$ cat src/rtl/clkmux_ctrl_pkg.sv
// Shared types and helpers for the clock-mux select sequencer.
package clkmux_ctrl_pkg;

    typedef enum logic [1:0] {
        IDLE     = 2'd0,
        WAIT_OFF = 2'd1,
        WAIT_ON  = 2'd2,
        DONE     = 2'd3
    } state_e;

    localparam logic SRC_I0 = 1'b0;
    localparam logic SRC_I1 = 1'b1;

    // Width needed to hold 0..n for the settle counter.
    function automatic int settle_w(input int n);
        return $clog2(n + 1);
    endfunction

endpackage

$ cat src/rtl/clkmux_sel_ctrl_if.sv
// Request/status and mux-pin bundle between the sequencer and its user.
interface clkmux_sel_ctrl_if;
    logic REQ;
    logic SEL;
    logic CLK0_OK;
    logic CLK1_OK;
    logic BUSY;
    logic ACK;
    logic ERR;
    logic CUR_SEL;
    logic CE0;
    logic CE1;
    logic S0;
    logic S1;
    logic IGNORE0;
    logic IGNORE1;

    modport master (
        output REQ, SEL, CLK0_OK, CLK1_OK,
        input  BUSY, ACK, ERR, CUR_SEL, CE0, CE1, S0, S1, IGNORE0, IGNORE1
    );

    modport slave (
        input  REQ, SEL, CLK0_OK, CLK1_OK,
        output BUSY, ACK, ERR, CUR_SEL, CE0, CE1, S0, S1, IGNORE0, IGNORE1
    );
endinterface

$ cat src/rtl/clkmux_settle_cnt.sv
// Loadable down-counter with zero flag; one instance times both settle windows.
module clkmux_settle_cnt #(
    parameter int W = 4
) (
    input  logic         clk_i,
    input  logic         rst_n_i,
    input  logic         load_i,
    input  logic [W-1:0] load_val_i,
    input  logic         dec_i,
    output logic         zero_o
);
    logic [W-1:0] cnt_q, cnt_d;

    always_comb begin
        cnt_d = cnt_q;
        if (load_i)
            cnt_d = load_val_i;
        else if (dec_i && (cnt_q != '0))
            cnt_d = cnt_q - W'(1);
    end

    always_ff @(posedge clk_i or negedge rst_n_i) begin
        if (!rst_n_i) cnt_q <= '0;
        else          cnt_q <= cnt_d;
    end

    assign zero_o = (cnt_q == '0);
endmodule

$ cat src/rtl/clkmux_sel_ctrl.sv
// Break-before-make sequencer for a glitch-free two-input clock mux.
// Optional CLKMUX_FORCE_SWITCH_EN: assert IGNOREn of a dead old source during a switch.
module clkmux_sel_ctrl
    import clkmux_ctrl_pkg::*;
#(
    parameter int SETTLE_CYCLES = 8,
    parameter bit INIT_SEL      = 1'b0
) (
    input logic               CLK,
    input logic               RST_N,
    clkmux_sel_ctrl_if.slave  bus
);
    localparam int          CW     = settle_w(SETTLE_CYCLES);
    localparam logic [1:0]  CE_RST = (INIT_SEL == SRC_I1) ? 2'b10 : 2'b01;

    state_e     state_q, state_d;
    logic [1:0] ce_q, ce_d;
    logic [1:0] ign_q, ign_d;
    logic       cur_sel_q, cur_sel_d;
    logic       sel_q, sel_d;
    logic       busy_q, busy_d;
    logic       ack_q, ack_d;
    logic       err_q, err_d;
    logic       cnt_load, cnt_dec, cnt_zero;
    logic [1:0] ok;

    assign ok = {bus.CLK1_OK, bus.CLK0_OK};

    clkmux_settle_cnt #(.W(CW)) u_cnt (
        .clk_i      (CLK),
        .rst_n_i    (RST_N),
        .load_i     (cnt_load),
        .load_val_i (CW'(SETTLE_CYCLES - 1)),
        .dec_i      (cnt_dec),
        .zero_o     (cnt_zero)
    );

    always_comb begin
        state_d   = state_q;
        ce_d      = ce_q;
        ign_d     = ign_q;
        cur_sel_d = cur_sel_q;
        sel_d     = sel_q;
        busy_d    = busy_q;
        ack_d     = 1'b0;
        err_d     = 1'b0;
        cnt_load  = 1'b0;
        cnt_dec   = 1'b0;
        case (state_q)
            IDLE: begin
                if (bus.REQ) begin
                    if (bus.SEL == cur_sel_q) begin
                        ack_d   = 1'b1;
                        state_d = DONE;
                    end else begin
                        ce_d[cur_sel_q] = 1'b0;
                        sel_d    = bus.SEL;
                        cnt_load = 1'b1;
                        busy_d   = 1'b1;
                        state_d  = WAIT_OFF;
`ifdef CLKMUX_FORCE_SWITCH_EN
                        if (!ok[cur_sel_q]) ign_d[cur_sel_q] = 1'b1;
`else
                        ign_d = '0;
`endif
                    end
                end
            end
            WAIT_OFF: begin
                if (cnt_zero) begin
                    ce_d[sel_q] = 1'b1;
                    cur_sel_d   = sel_q;
                    cnt_load    = 1'b1;
                    state_d     = WAIT_ON;
                end else begin
                    cnt_dec = 1'b1;
                end
            end
            WAIT_ON: begin
                if (cnt_zero) begin
                    // Outcome is registered on entry so it is visible during DONE.
                    ack_d   = ok[sel_q];
                    err_d   = !ok[sel_q];
                    busy_d  = 1'b0;
                    state_d = DONE;
                end else begin
                    cnt_dec = 1'b1;
                end
            end
            DONE: begin
                ign_d   = '0;
                state_d = IDLE;
            end
            default: state_d = IDLE;
        endcase
    end

    always_ff @(posedge CLK or negedge RST_N) begin
        if (!RST_N) begin
            state_q   <= IDLE;
            ce_q      <= CE_RST;
            ign_q     <= '0;
            cur_sel_q <= INIT_SEL;
            sel_q     <= INIT_SEL;
            busy_q    <= 1'b0;
            ack_q     <= 1'b0;
            err_q     <= 1'b0;
        end else begin
            state_q   <= state_d;
            ce_q      <= ce_d;
            ign_q     <= ign_d;
            cur_sel_q <= cur_sel_d;
            sel_q     <= sel_d;
            busy_q    <= busy_d;
            ack_q     <= ack_d;
            err_q     <= err_d;
        end
    end

    assign bus.CE0     = ce_q[0];
    assign bus.S0      = ce_q[0];
    assign bus.CE1     = ce_q[1];
    assign bus.S1      = ce_q[1];
    assign bus.IGNORE0 = ign_q[0];
    assign bus.IGNORE1 = ign_q[1];
    assign bus.CUR_SEL = cur_sel_q;
    assign bus.BUSY    = busy_q;
    assign bus.ACK     = ack_q;
    assign bus.ERR     = err_q;
endmodule

$ cat src/flat_wrapper.sv
// flat-port wrapper written by rule: the top's interface ports become plain ports
module clkmux_sel_ctrl_flat import clkmux_ctrl_pkg::*;
#(
    parameter int SETTLE_CYCLES = 8,
    parameter bit INIT_SEL      = 1'b0
)
  (CLK, RST_N, bus_REQ, bus_SEL, bus_CLK0_OK, bus_CLK1_OK, bus_BUSY, bus_ACK, bus_ERR, bus_CUR_SEL, bus_CE0, bus_CE1, bus_S0, bus_S1, bus_IGNORE0, bus_IGNORE1);
  clkmux_sel_ctrl_if bus_i ();
  input logic CLK;
  input logic RST_N;
  input wire logic [$bits(bus_i.REQ)-1:0] bus_REQ;
  input wire logic [$bits(bus_i.SEL)-1:0] bus_SEL;
  input wire logic [$bits(bus_i.CLK0_OK)-1:0] bus_CLK0_OK;
  input wire logic [$bits(bus_i.CLK1_OK)-1:0] bus_CLK1_OK;
  output wire logic [$bits(bus_i.BUSY)-1:0] bus_BUSY;
  output wire logic [$bits(bus_i.ACK)-1:0] bus_ACK;
  output wire logic [$bits(bus_i.ERR)-1:0] bus_ERR;
  output wire logic [$bits(bus_i.CUR_SEL)-1:0] bus_CUR_SEL;
  output wire logic [$bits(bus_i.CE0)-1:0] bus_CE0;
  output wire logic [$bits(bus_i.CE1)-1:0] bus_CE1;
  output wire logic [$bits(bus_i.S0)-1:0] bus_S0;
  output wire logic [$bits(bus_i.S1)-1:0] bus_S1;
  output wire logic [$bits(bus_i.IGNORE0)-1:0] bus_IGNORE0;
  output wire logic [$bits(bus_i.IGNORE1)-1:0] bus_IGNORE1;
  assign bus_i.REQ = bus_REQ;
  assign bus_i.SEL = bus_SEL;
  assign bus_i.CLK0_OK = bus_CLK0_OK;
  assign bus_i.CLK1_OK = bus_CLK1_OK;
  assign bus_BUSY = bus_i.BUSY;
  assign bus_ACK = bus_i.ACK;
  assign bus_ERR = bus_i.ERR;
  assign bus_CUR_SEL = bus_i.CUR_SEL;
  assign bus_CE0 = bus_i.CE0;
  assign bus_CE1 = bus_i.CE1;
  assign bus_S0 = bus_i.S0;
  assign bus_S1 = bus_i.S1;
  assign bus_IGNORE0 = bus_i.IGNORE0;
  assign bus_IGNORE1 = bus_i.IGNORE1;
  clkmux_sel_ctrl #(.SETTLE_CYCLES(SETTLE_CYCLES), .INIT_SEL(INIT_SEL)) u_core (.CLK(CLK), .RST_N(RST_N), .bus(bus_i));
endmodule
$ cat config.mk
export PLATFORM = sky130hd
export DESIGN_NAME = clkmux_sel_ctrl_flat
export DESIGN_NICKNAME = d
export VERILOG_FILES = /design/src/rtl/clkmux_ctrl_pkg.sv /design/src/rtl/clkmux_sel_ctrl_if.sv /design/src/rtl/clkmux_settle_cnt.sv /design/src/rtl/clkmux_sel_ctrl.sv /design/src/flat_wrapper.sv
export SDC_FILE = /design/constraint.sdc
export NUM_CORES = 1
export LEC_CHECK = 0
export ABC_CLOCK_PERIOD_IN_PS = 4400
export BUFFER_PORTS_ARGS = -buffer_cell sky130_fd_sc_hd__buf_2
export CAP_MARGIN = 20
export CORE_ASPECT_RATIO = 2
export CORE_UTILIZATION = 25
export CTS_CLUSTER_SIZE = 10
export DETAILED_ROUTE_END_ITERATION = 7
export GPL_TIMING_DRIVEN = 1
export HOLD_SLACK_MARGIN = 0.06
export PLACE_DENSITY = 0.47
export SLEW_MARGIN = 20
export SYNTH_ARGS = -nofsm -noshare
export SYNTH_HDL_FRONTEND = slang
export SYNTH_SLANG_ARGS = --single-unit
$ cat constraint.sdc
create_clock -name CLK -period 4.4 [get_ports CLK]
set_clock_uncertainty 0.1 [all_clocks]
set_input_delay 0.44 -clock CLK [delete_from_list [all_inputs] [get_ports CLK]]
set_output_delay 0.44 -clock CLK [all_outputs]
set_load 0.01 [all_outputs]
# Word level (Yosys, flattened, before mapping)
# Cells that the tools add are included.
# W data, S select, Z words.
[classes]
n_bitwise = 4
n_mux = 36
order_cmp = 4
addsub = 1
eq_ne = 8
n_reduce_logical = 18
[ops]
columns = ["op", "count"]
rows = [
  ["$mux W2", 9],
  ["$mux W1", 17],
  ["$reduce_and A3 Y1", 3],
  ["$mux W4", 2],
  ["$pmux W2 S2", 2],
  ["$pmux W2 S4", 1],
  ["$reduce_and A4 Y1", 2],
  ["$reduce_bool A2 Y1", 4],
  ["$pmux W1 S2", 3],
  ["$eq A2 B2 Y1 const B", 2],
  ["$logic_not A4 Y1", 1],
  ["$lt A1 B2 Y1 const B", 2],
  ["$ne A2 B1 Y1 const B", 2],
  ["$ne A2 B2 Y1 const B", 2],
  ["$reduce_bool A4 Y1", 1],
  ["$sub A4 B1 Y4 const B", 1],
  ["$logic_and A1 B1 Y1", 3],
  ["$and A2 B2 Y2", 1],
  ["$demux W1 S1", 2],
  ["$eq A2 B1 Y1 const B", 1],
  ["$ge A1 B1 Y1 const B", 2],
  ["$logic_not A2 Y1", 1],
  ["$not A2 Y2", 1],
  ["$or A2 B2 Y2", 1],
  ["other kinds (5)", 5],
]
[word_totals]
inputBits = 6
ff_bits = 15
out_inout_bits = 10
wordCells = 80

# Logic depth before layout (Yosys ltp)
[logic_depth]
ltp_word = 9
depth_mapped = 5

# Cells and area by module
# From an unflattened synthesis, not the netlist that was laid out.
[hier_totals]
cells_unflattened = 85
hier_area_um2 = 810.8
[modules_own_cells]
columns = ["module", "instances", "cells_each", "area_per_inst_um2"]
rows = [
  ["clkmux_sel_ctrl", 1, 58, 540.5],
  ["clkmux_settle_cnt", 1, 27, 270.3],
]

# Worst setup path after synthesis
# OpenSTA, ideal clock, no wires.
[synth_path]
path_type = "flip-flop to flip-flop"
from = "reg u_core.u_cnt.cnt_q[0]"
to = "reg u_core.state_q[0]"
period_less_slack_ns = 1.669
required_ns = 4.170
arrival_ns = 1.439
stages_incl_launch_ff = 6
path_slack_ns = 2.731
setup_time_ns = 0.130
cell_sequence = "dfrtp_1 > inv_1 > ha_1 > or3b_4 > a2111oi_4 > a21oi_2"
[synth_via]
elab_chain_len = 3
elab_cells_between_ends = 4
cone_classes = "eq/ne: 2; reduce/logical: 2"
[synth_rtl]
columns = ["element", "line_no", "source"]
rows = [
  ["start: declaration", "clkmux_settle_cnt.sv:12", "logic [W-1:0] cnt_q, cnt_d;"],
  ["start signal: assignment", "clkmux_settle_cnt.sv:24", "else cnt_q <= cnt_d;"],
  ["$logic_not A4 Y1 *", "clkmux_settle_cnt.sv:27", "assign zero_o = (cnt_q == '0);"],
  ["$ne A2 B1 Y1 (no line)", "-", ""],
  ["$reduce_and A3 Y1 (no line) *", "-", ""],
  ["end signal: assignment", "clkmux_sel_ctrl.sv:109", "state_q <= state_d;"],
  ["end: declaration", "clkmux_sel_ctrl.sv:16", "state_e state_q, state_d;"],
]
# Every way passes the cells marked *; elsewhere a longest branch is shown, timed or not.
# A chain may end at the register's enable or synchronous reset.

# Worst setup path in the final report
# Ends and elaborated chain as after synthesis.

==> summary.md <==
| Metric | Value |
|---|---|
| Worst reg2reg endpoint | u_core.state_q[0] |
| CP arrival | 1.86 ns |
| Fin Setup TNS | 0 ns |
| Layout filler cell count | 313 |
| Flops & latches, synth | 13 |
| Clock share of power | 16.7% |
| Worst r2r src | u_core.u_cnt.cnt_q[0] |
| Status | finished, final reports clean |
| Seq/Total Area, Yosys | 41.8% |
| CP required | 4.42 ns |
| DR DRC count | 0 |
| WL final | 1740 um |
| R2R Setup Slk | 2.56 ns |
| Die X | 41.5 um |
| Detailed Place HPWL | 1400 um |
| CTS resizes | 0 |
| CTS tree | yes |
| R2R depth | 5 |
| Nets | 101 |
| Yosys warning count | 0 |
| Vias/cell | 5.03 |
| Gr usage total | 11.5% |
| Post-Syn Area | 781 um^2 |
| Clk pin slew, worst setup/hold paths | 0.06 ns |
| Chip height | 81.0 um |
| DR iter-0 viols | 9 |
| Drt wl/cell | 14.6 um |
| Mean Syn Cell Area | 10.6 um^2 |
| Post-synthesis cell count | 74 |
| Core area | 2980 um^2 |
| Endpoint class of the critical path | flip-flop |
| DIE AREA | 3360 um^2 |
| Leakage power figure | 0.000435 uW |
| Critical path class | flip-flop to flip-flop |
| Layout cells sized above 1 | 25.8% |
| Port Buffers | 13 |
| FMAX | 544 MHz |
| Commonest non-fill, non-tap cell in the layout | buf_2 |
| Drt first pass iters | 4 |
| Hold Path Stages | 2 |
| Synth unique cells | 30 |
| Fin. max-slew vios | 0 |
| TritonCTS Sinks | 13 |
| Ports | 16 |
| Area growth from synthesis to layout | 16.8% |
| Via Count | 598 |
| Sw Ratio | 41.2% |
| Gpl congestion | 0.733 |
| First-pass GRT wire length | 2870 um |
| Clk root buf | clkbuf_8 |
| Crit path launch type | flip-flop |
| Max_cap viols | 0 |
| Final setup fails | 0 |
| Net load switching power | 270 uW |
| Comb pwr share | 50.6% |
| Final Cycle Share | 41.8% |
| Clock Latency Late Sink | 0.24 ns |
| Initial antenna violation count | 0 |
| Post-route ant nets | 0 |
| Global route overflow | 0 |
| Power Dens Cells | 718 nW/um^2 |
| Internal power | 385 uW |
| Hold crit path type | input port to flip-flop |
| Crit path max fanout | 6 |
| Sequential share of power | 32.7% |
| Hold endpoint | u_core.sel_q |
| Worst-case clock buffer depth | 2 |
| Htree depth | 1 |
| Final Hold Viols | 0 |
| Ant. Diodes | 0 |
| Starting Density | 26.2% |
| Commonest cells after routing, fill and taps aside | buf_2 (13), dfrtp_1 (12), inv_1 (8), o21ai_1 (5), ha_1 (5) |
| Largest net degree at the start of global routing | 14 |
| Minimum clock period | 1.84 ns |
| RSZ-0062 raised after global routing | no |
| Num CTS Buffers | 3 |
| Cell row count | 28 |
| Hold path start | bus_SEL |
| Post-CTS setup buffers | 0 |
| Final core occ | 30.6% |
| Worst vdd ir | 0.206 mV |
| Vias in the first global route | 658 |
[stage by stage]
step / hold slack (ns) / std cells / power (uW) / cell area, um^2 / setup slack (ns)
after floorplan: 0.0444 / 75 / 469 / 785 / 2.73
after global placement: 0.251 / 114 / 545 / 857 / 2.60
after detailed placement: 0.252 / 114 / 551 / 857 / 2.57
after CTS: 0.378 / 119 / 660 / 912 / 2.57
after global routing: 0.390 / 119 / 710 / 912 / 2.50
final: 0.377 / 119 / 655 / 912 / 2.56
[what timing repair did]
action | CTS | global route
hold endpoints to repair | 12 | 0
setup endpoints to repair | 0 | 0
hold buffers | 1 | 0
[worst max path at each step]
stage                          start                 to  slack, ns  depth (start not counted)
2_1_floorplan  u_core.u_cnt.cnt_q[0]  u_core.state_q[0]       2.73                          5
3_5_place_dp   u_core.u_cnt.cnt_q[0]  u_core.state_q[0]       2.57                          5
5_1_grt        u_core.u_cnt.cnt_q[0]  u_core.state_q[0]       2.50                          5
3_3_place_gp   u_core.u_cnt.cnt_q[0]  u_core.state_q[0]       2.60                          5
6_report       u_core.u_cnt.cnt_q[0]  u_core.state_q[0]       2.56                          5
4_1_cts        u_core.u_cnt.cnt_q[0]  u_core.state_q[0]       2.57                          5
[registers in the layout (all words and copies together) (netlist names)]
name	cells
u_core.state_q	2
u_core.bus.ERR	1
u_core.u_cnt.cnt_q	4
u_core.bus.ACK	1
u_core.bus.CUR_SEL	1
u_core.ce_q	2
u_core.sel_q	1
u_core.bus.BUSY	1
[critical path: stages (launching register included)]
cell and delay (ns):
dfrtp_1 0.40, inv_1 0.10, ha_1 0.24, or3b_4 0.44, a2111oi_4 0.37, a21oi_2 0.06
[cell usage after synthesis]
master / n / area, um^2
a2111oi_4: 1 / 27.5
a211oi_1: 2 / 15.0
a21oi_1: 2 / 10.0
a21oi_2: 1 / 8.76
and3_1: 2 / 12.5
and3_2: 1 / 7.51
and4bb_2: 1 / 12.5
buf_4: 4 / 30.0
conb_1: 1 / 3.75
dfrtp_1: 12 / 300
dfstp_2: 1 / 26.3
ha_1: 5 / 62.6
inv_1: 8 / 30.0
mux2_1: 3 / 33.8
mux2i_1: 3 / 30.0
nand2_1: 4 / 15.0
nand2b_1: 1 / 6.26
nand3_1: 1 / 5.00
nor2_1: 3 / 11.3
nor2b_1: 2 / 12.5
nor3_1: 1 / 5.00
nor3b_2: 1 / 12.5
nor4b_1: 1 / 8.76
o21ai_1: 5 / 25.0
o221a_1: 1 / 11.3
o22ai_1: 2 / 12.5
o31ai_1: 1 / 7.51
o41ai_1: 2 / 17.5
or3b_4: 1 / 11.3
xor2_1: 1 / 8.76
[routing by layer]
layer | part of all wire (%) | global-route usage (%) | wire [um]
met3 | 3.4 | 1.56 | 59
met2 | 58 | 23.4 | 1010
met4 | 3.5 | 8.39 | 61
met1 | 35 | 9.47 | 605
met5 | 0 | 0 | 0
[power by group through the flow]
stage	Combinational [uW]	Clock, uW	Sequential (uW)
after floorplan	254	0	215
after global placement	331	0	215
after detailed placement	336	0	215
after CTS	338	109	214
after global routing	374	115	221
final	331	109	214
[layout make-up]
cell class                      instances  area [um^2]  area share (%)
Inverter                                8         30.0            3.29
Tap cell                               30         37.5            4.12
Multi-Input combinational cell         50          398            43.6
Sequential cell                        13          327            35.8
Clock buffer                            4         45.0            4.94
Timing Repair Buffer                   14         75.1            8.23
[cell families (layout without fill, tap and decap cells)]
| group | after synthesis | in the layout | synth area share [%] |
|---|---|---|---|
| AND/OR/NAND/NOR | 19 | 19 | 15.4 |
| AO/OA/AOI/OAI | 17 | 17 | 17.3 |
| flip-flops | 13 | 13 | 41.8 |
| buffers and inverters | 12 | 26 | 7.69 |
| multiplexers | 6 | 6 | 8.17 |
| adder cells (fa/ha/maj) | 5 | 5 | 8.01 |
| other | 1 | 2 | 0.480 |
| XOR/XNOR | 1 | 1 | 1.12 |
Note: power is estimated with default switching activity, not from simulation.
